--- src/rtl/bignum_mac_400bit.sv ---
// Byte-serial multiply-accumulate: product = multiplicand * multiplier + addend, LSB byte first.
// Optional build macro BIGNUM_MAC_ZERO_SKIP_EN: a zero multiplier finishes in one cycle.
module bignum_mac_400bit #(
  parameter int NBYTES = 50
) (
  input  logic                  clk,
  input  logic                  rst,
  input  logic                  start,
  input  logic [8*NBYTES-1:0]   multiplicand,
  input  logic [7:0]            multiplier,
  input  logic [7:0]            addend,
  output logic [8*NBYTES+7:0]   product,
  output logic                  busy,
  output logic                  done
);

  localparam int AW = 8 * NBYTES;
  localparam int PW = AW + 8;
  localparam int IW = (NBYTES > 1) ? $clog2(NBYTES) : 1;

  typedef enum logic {IDLE, RUN} state_e;

  // Handshake: start is taken only in IDLE; done is a one-cycle pulse and product
  // is valid from done until the next accepted start (busy=0 also qualifies it).
  state_e          state_q, state_d;
  logic [IW-1:0]   idx_q, idx_d;
  logic [7:0]      carry_q, carry_d;
  logic [AW-1:0]   a_q, a_d;
  logic [7:0]      m_q, m_d;
  logic [PW-1:0]   product_q, product_d;
  logic            busy_q, busy_d;
  logic            done_q, done_d;

  logic [7:0]      a_byte;
  logic [15:0]     t;
  logic            skip;

  always_comb begin
    state_d   = state_q;
    idx_d     = idx_q;
    carry_d   = carry_q;
    a_d       = a_q;
    m_d       = m_q;
    product_d = product_q;
    busy_d    = busy_q;
    done_d    = 1'b0;

    a_byte = a_q[8*int'(idx_q) +: 8];
    // 255*255 + 255 = 65280 fits in 16 bits, so the carry is never lost.
    t = 16'(a_byte) * 16'(m_q) + 16'(carry_q);
`ifdef BIGNUM_MAC_ZERO_SKIP_EN
    skip = (m_q == 8'd0);
`else
    skip = 1'b0;
`endif

    case (state_q)
      IDLE: begin
        if (start) begin
          a_d       = multiplicand;
          m_d       = multiplier;
          product_d = '0;
          carry_d   = addend;
          idx_d     = '0;
          busy_d    = 1'b1;
          state_d   = RUN;
        end
      end
      RUN: begin
        if (skip) begin
          // Only reachable on the first RUN cycle, where carry still holds the addend.
          product_d = PW'(carry_q);
          busy_d    = 1'b0;
          done_d    = 1'b1;
          state_d   = IDLE;
        end else begin
          product_d[8*int'(idx_q) +: 8] = t[7:0];
          carry_d = t[15:8];
          if (idx_q == IW'(NBYTES - 1)) begin
            product_d[PW-1 -: 8] = t[15:8];
            busy_d  = 1'b0;
            done_d  = 1'b1;
            state_d = IDLE;
          end else begin
            idx_d = idx_q + 1'b1;
          end
        end
      end
      default: state_d = IDLE;
    endcase
  end

  always_ff @(posedge clk or posedge rst) begin
    if (rst) begin
      state_q   <= IDLE;
      idx_q     <= '0;
      carry_q   <= '0;
      a_q       <= '0;
      m_q       <= '0;
      product_q <= '0;
      busy_q    <= 1'b0;
      done_q    <= 1'b0;
    end else begin
      state_q   <= state_d;
      idx_q     <= idx_d;
      carry_q   <= carry_d;
      a_q       <= a_d;
      m_q       <= m_d;
      product_q <= product_d;
      busy_q    <= busy_d;
      done_q    <= done_d;
    end
  end

  assign product = product_q;
  assign busy    = busy_q;
  assign done    = done_q;

endmodule

--- config.mk ---
export PLATFORM = sky130hd
export DESIGN_NAME = bignum_mac_400bit
export DESIGN_NICKNAME = d
export VERILOG_FILES = /design/src/rtl/bignum_mac_400bit.sv
export SDC_FILE = /design/constraint.sdc
export NUM_CORES = 2
export LEC_CHECK = 0
export ABC_CLOCK_PERIOD_IN_PS = 35300
export BUFFER_PORTS_ARGS = -buffer_cell sky130_fd_sc_hd__buf_2
export CORE_AREA = 2 2 323 325
export DETAILED_ROUTE_END_ITERATION = 10
export DIE_AREA = 0 0 325 327
export PLACE_DENSITY = 0.57
export SYNTH_ARGS = -nofsm -noshare
export SYNTH_HDL_FRONTEND = slang
export SYNTH_SLANG_ARGS = --single-unit
--- constraint.sdc ---
create_clock -name clk -period 35.3 [get_ports clk]
set_input_delay 7.06 -clock clk [delete_from_list [all_inputs] [get_ports clk]]
set_output_delay 7.06 -clock clk [all_outputs]
set_load 0.01 [all_outputs]
Word-level counts from Yosys, hierarchy flattened
Index checks and enable logic that the tools add are counted.

Flip-flop bits (word level): 833. Input bits: 419. Output and inout port bits: 410.

$add $sub $neg: 3. $mul: 1. Equality and inequality tests: 4. Shift operators: 3. Muxes and demuxes: 17. Bitwise logic cells: 1. Reduce and logical (&&, ||, !) cells: 3.

Operator list (number): $pmux 408 s2 (1); $bwmux 408 (1); $mux 408 (1); $shift 8x33->408 const A (1); $shiftx 8x33->408 (1); $shiftx 400x10->8 (1); $neg 9->33 (1); $add 16x8->16 (1); $mul 8x8->16 (1); $mux 8 (2); $pmux 8 s2 (1); $mux 6 (2); $pmux 6 s2 (1); $add 6x1->6 const B (1); $eq 6x6->1 const B (1); $mux 1 (6); $reduce_and 2->1 (3); $ne 2x2->1 const B (2); $pmux 1 s2 (2); $ne 2x1->1 const B (1); $not 1->1 (1).

Logic depth before layout (Yosys ltp)
Depth after elaboration: 7. Gate-level depth with buffers: 25. Depth with buffers taken out: 21.

Least setup slack after synthesis
OpenSTA, ideal clock, no wires.

Kind: input to register. From: input start. To: register a_q[100]. Setup time: 65 ps. Data arrival time: 8469 ps. Setup slack: 26766 ps. Stages: 8. Buffers on the path: 5. Cells stage by stage: clkbuf_1 -> nor2b_1 -> clkbuf_1 -> clkbuf_1 -> clkbuf_1 -> clkbuf_1 -> nand2_1 -> nand2_1.

Longest elaborated chain between the ends: 1.

RTL lines: start: declaration (line 8) `input logic start,`; $reduce_and 2->1 (no source line); end signal: assignment (line 98) `a_q <= '0;`; end signal: assignment (line 107) `a_q <= a_d;`; end: declaration (line 28) `logic [AW-1:0] a_q, a_d;`.

No other way between the ends. A chain may end at the register's enable or synchronous reset.

==> impl_metrics.env <==
export IMPL_run_status="complete, no violations"
export IMPL_synthCells=3881
export IMPL_p_total_mw=2.86
export IMPL_hold_class="flip-flop to flip-flop"
export IMPL_wire_per_inst_um=22.1
export IMPL_yosysMostFrequentCell="nand2_1"
export IMPL_ys_top_cells_by_count="1492 x nand2_1, 833 x dfrtp_1, 314 x nand3_1"
export IMPL_netlist_area_um2=37900
export IMPL_grt_pass1_vias=30700
export IMPL_rows=118
export IMPL_p_leak_nw=23.9
export IMPL_post_cts_setup_buffer_count=0
export IMPL_fmax_ghz=0.0951
export IMPL_yosysTopAreaCell="dfrtp_1"
export IMPL_die_w_um=325
export IMPL_synth_top_area_share_pct=55.0
export IMPL_rrSetupSlack_ns=26.60
export IMPL_final_area_um2=46400
export IMPL_pwr_share_comb_pct=20.2
export IMPL_grt_max_degree=237
export IMPL_synthArstFlopShare_pct=100
export IMPL_root_buffer="clkbuf_16"
export IMPL_ir_drop_mv=0.0419
export IMPL_grt_pass1_wl_mm=200
export IMPL_dpl_cell_area_um2=43100
export IMPL_yosysWarningCount=0
export IMPL_finalSetupViolCount=0
export IMPL_hpwl_mm=98.1
export IMPL_hold_violations=0
export IMPL_clock_skew_ns=0.0236
export IMPL_seq_area_frac_synth_pct=55.0
export IMPL_cts_clk_slew_worst_paths_ns=0.06
export IMPL_slew_violations=0
export IMPL_worstSetupEndpointType="async pin"
export IMPL_worst_setup_path_start_kind="input pin"
export IMPL_maxSlewHeadroom_pct=18.9
export IMPL_synth_edf_count=0
export IMPL_syn_avg_cell_area_um2=9.76
export IMPL_syn_nets=4384
export IMPL_first_pass_iters=5
export IMPL_cts_htree_levels=3
export IMPL_globalRouteTotalUtil_pct=24.9
export IMPL_coreArea_um2=103000
export IMPL_antenna_found_initial=24
export IMPL_p_clk_share_pct=36.1
export IMPL_setup_tns_final_ns=0
export IMPL_crit_required_ns=36.00
export IMPL_grt_setup_unrepaired="false"
export IMPL_sequentialPowerShare_pct=43.7
export IMPL_start_util_pct=36.8
export IMPL_avgViaCountPerCell=5.05
export IMPL_period_minus_slack_ns=10.51
export IMPL_numCtsBuffers=93
export IMPL_whs_ns=0.466
export IMPL_port_buffers=828
export IMPL_vias=30600
export IMPL_drcViolationCount=0
export IMPL_final_layout_size_suffix_gt1_share_pct=25.4
export IMPL_cts_sinks=833
export IMPL_ys_flop_type="dfrtp_1"
export IMPL_switching_power_uw=867
export IMPL_tightestPinTransition_ns=1.22
export IMPL_cts_tree="built"
export IMPL_nNetsFinal=5100
export IMPL_ys_types=62
export IMPL_cts_resized=0
export IMPL_cp_max_fo=98
export IMPL_area_growth_pct=22.5
export IMPL_fill_cells=10100
export IMPL_drv_cap=0
export IMPL_dieHeight_um=327
export IMPL_cts_hold_buf=0
export IMPL_clk_path_buf_depth=3
export IMPL_clock_latency_ns=0.67
export IMPL_cp_arrival_ns=11.21
export IMPL_p_int_mw=1.99
export IMPL_detail_route_antenna_nets=0
export IMPL_powerDensity_nw_per_um2=61.6
export IMPL_die_area_um2=106000
export IMPL_gp_congestion=0.846
export IMPL_gr_total_overflow=0
export IMPL_fin_crit_sh_pct=29.8
export IMPL_ioPinCount=829
export IMPL_switching_share_pct=30.3
export IMPL_worst_setup_path_type="input pin to async pin"
export IMPL_drtIter0Drc=2505
export IMPL_synth_area_leaders="dfrtp_1 55%, nand2_1 15%, mux4_2 5.7%"
export IMPL_synth_seq_cells=833
export IMPL_routed_wl_mm=134
==> area by class of cell <==
| class | instances | area [µm²] | area share (%) |
|---|---|---|---|
| diodes | 7 | 17.5 | 0.0377 |
| clock buffers | 142 | 2880 | 6.21 |
| clock inverters | 28 | 409 | 0.881 |
| inverters | 81 | 312 | 0.671 |
| multi-input cells | 2708 | 15700 | 33.8 |
| flip-flops and latches | 833 | 20900 | 44.9 |
| well taps | 1380 | 1730 | 3.72 |
| repair buffers | 880 | 4550 | 9.79 |
==> state kept, by name (all words and copies together), names as in the netlist <==
signal / flops
product: 408
a_q: 400
carry_q: 8
m_q: 8
idx_q: 6
busy: 1
done: 1
state_q: 1
==> final timing paths <==
kind | start | to | cells after the start
min in group asynchronous | rst | product[212] | 2
max | rst | a_q[122] | 6
min | a_q[80] | a_q[80] | 2
max reg2reg | idx_q[0] | product[79] | 21
min reg2reg | a_q[80] | a_q[80] | 2
max in group clk | start | product[221] | 6
==> routing by layer <==
metal / global-route usage (%) / part of all wire (%) / vias up
li1: - / - / 14300
met1: 31.7 / 41 / 15000
met2: 42.1 / 49 / 991
met3: 5.99 / 6.7 / 214
met4: 7.81 / 3.1 / 32
met5: 0 / 0.16 / -
==> stage by stage <==
stage | setup WS, ns | utilization [%] | std cells
after global placement | 23.91 | 41.9 | 5882
after global routing | 24.15 | 45.1 | 6054
after floorplan | 4.84 | - | 3881
final | 24.79 | 45.1 | 6059
after detailed placement | 23.93 | 41.9 | 5882
after CTS | 24.64 | 45.1 | 6052
==> layout by cell type, fill, tap and decap left out, types with 19 or more instances in the layout <==
master,n
nand2_1,1491
dfrtp_1,831
buf_2,828
nand3_1,314
o21ai_0,313
mux2i_1,118
mux4_2,96
clkbuf_16,95
inv_1,80
buf_4,51
fa_1,44
ha_1,40
clkbuf_8,33
and2_1,30
nand4_1,20
nor2b_1,20
nor2_1,19
==> cell families (layout without fill, tap and decap cells) <==
logic type	count (synthesis)	after routing	share of synthesized area, %
other	0	7	0
DFF	833	833	55.0
buffers and inverters	340	1131	3.74
xor gates and xnor gates	17	17	0.442
adders and majority gates	84	84	3.65
muxes	222	222	9.06
AOI/OAI and AO/OA	420	420	6.49
and+or+nand+nor	1965	1965	21.6
==> worst max-delay path, cell delays in order <==
cell and delay [ns]:
buf_2 0.13, inv_8 0.43, buf_4 0.79, buf_4 0.81, buf_4 0.89, buf_4 0.79
==> power by group through the flow <==
stage / logic [mW] / registers [mW] / clock network, mW
finish: 0.577 / 1.25 / 1.03
global route: 0.637 / 1.27 / 1.09
CTS: 0.587 / 1.25 / 1.05
detailed placement: 0.585 / 1.27 / 0
global placement: 0.577 / 1.26 / 0
floorplan: 0.196 / 1.33 / 0
Note: power is estimated with default switching activity, not from simulation.
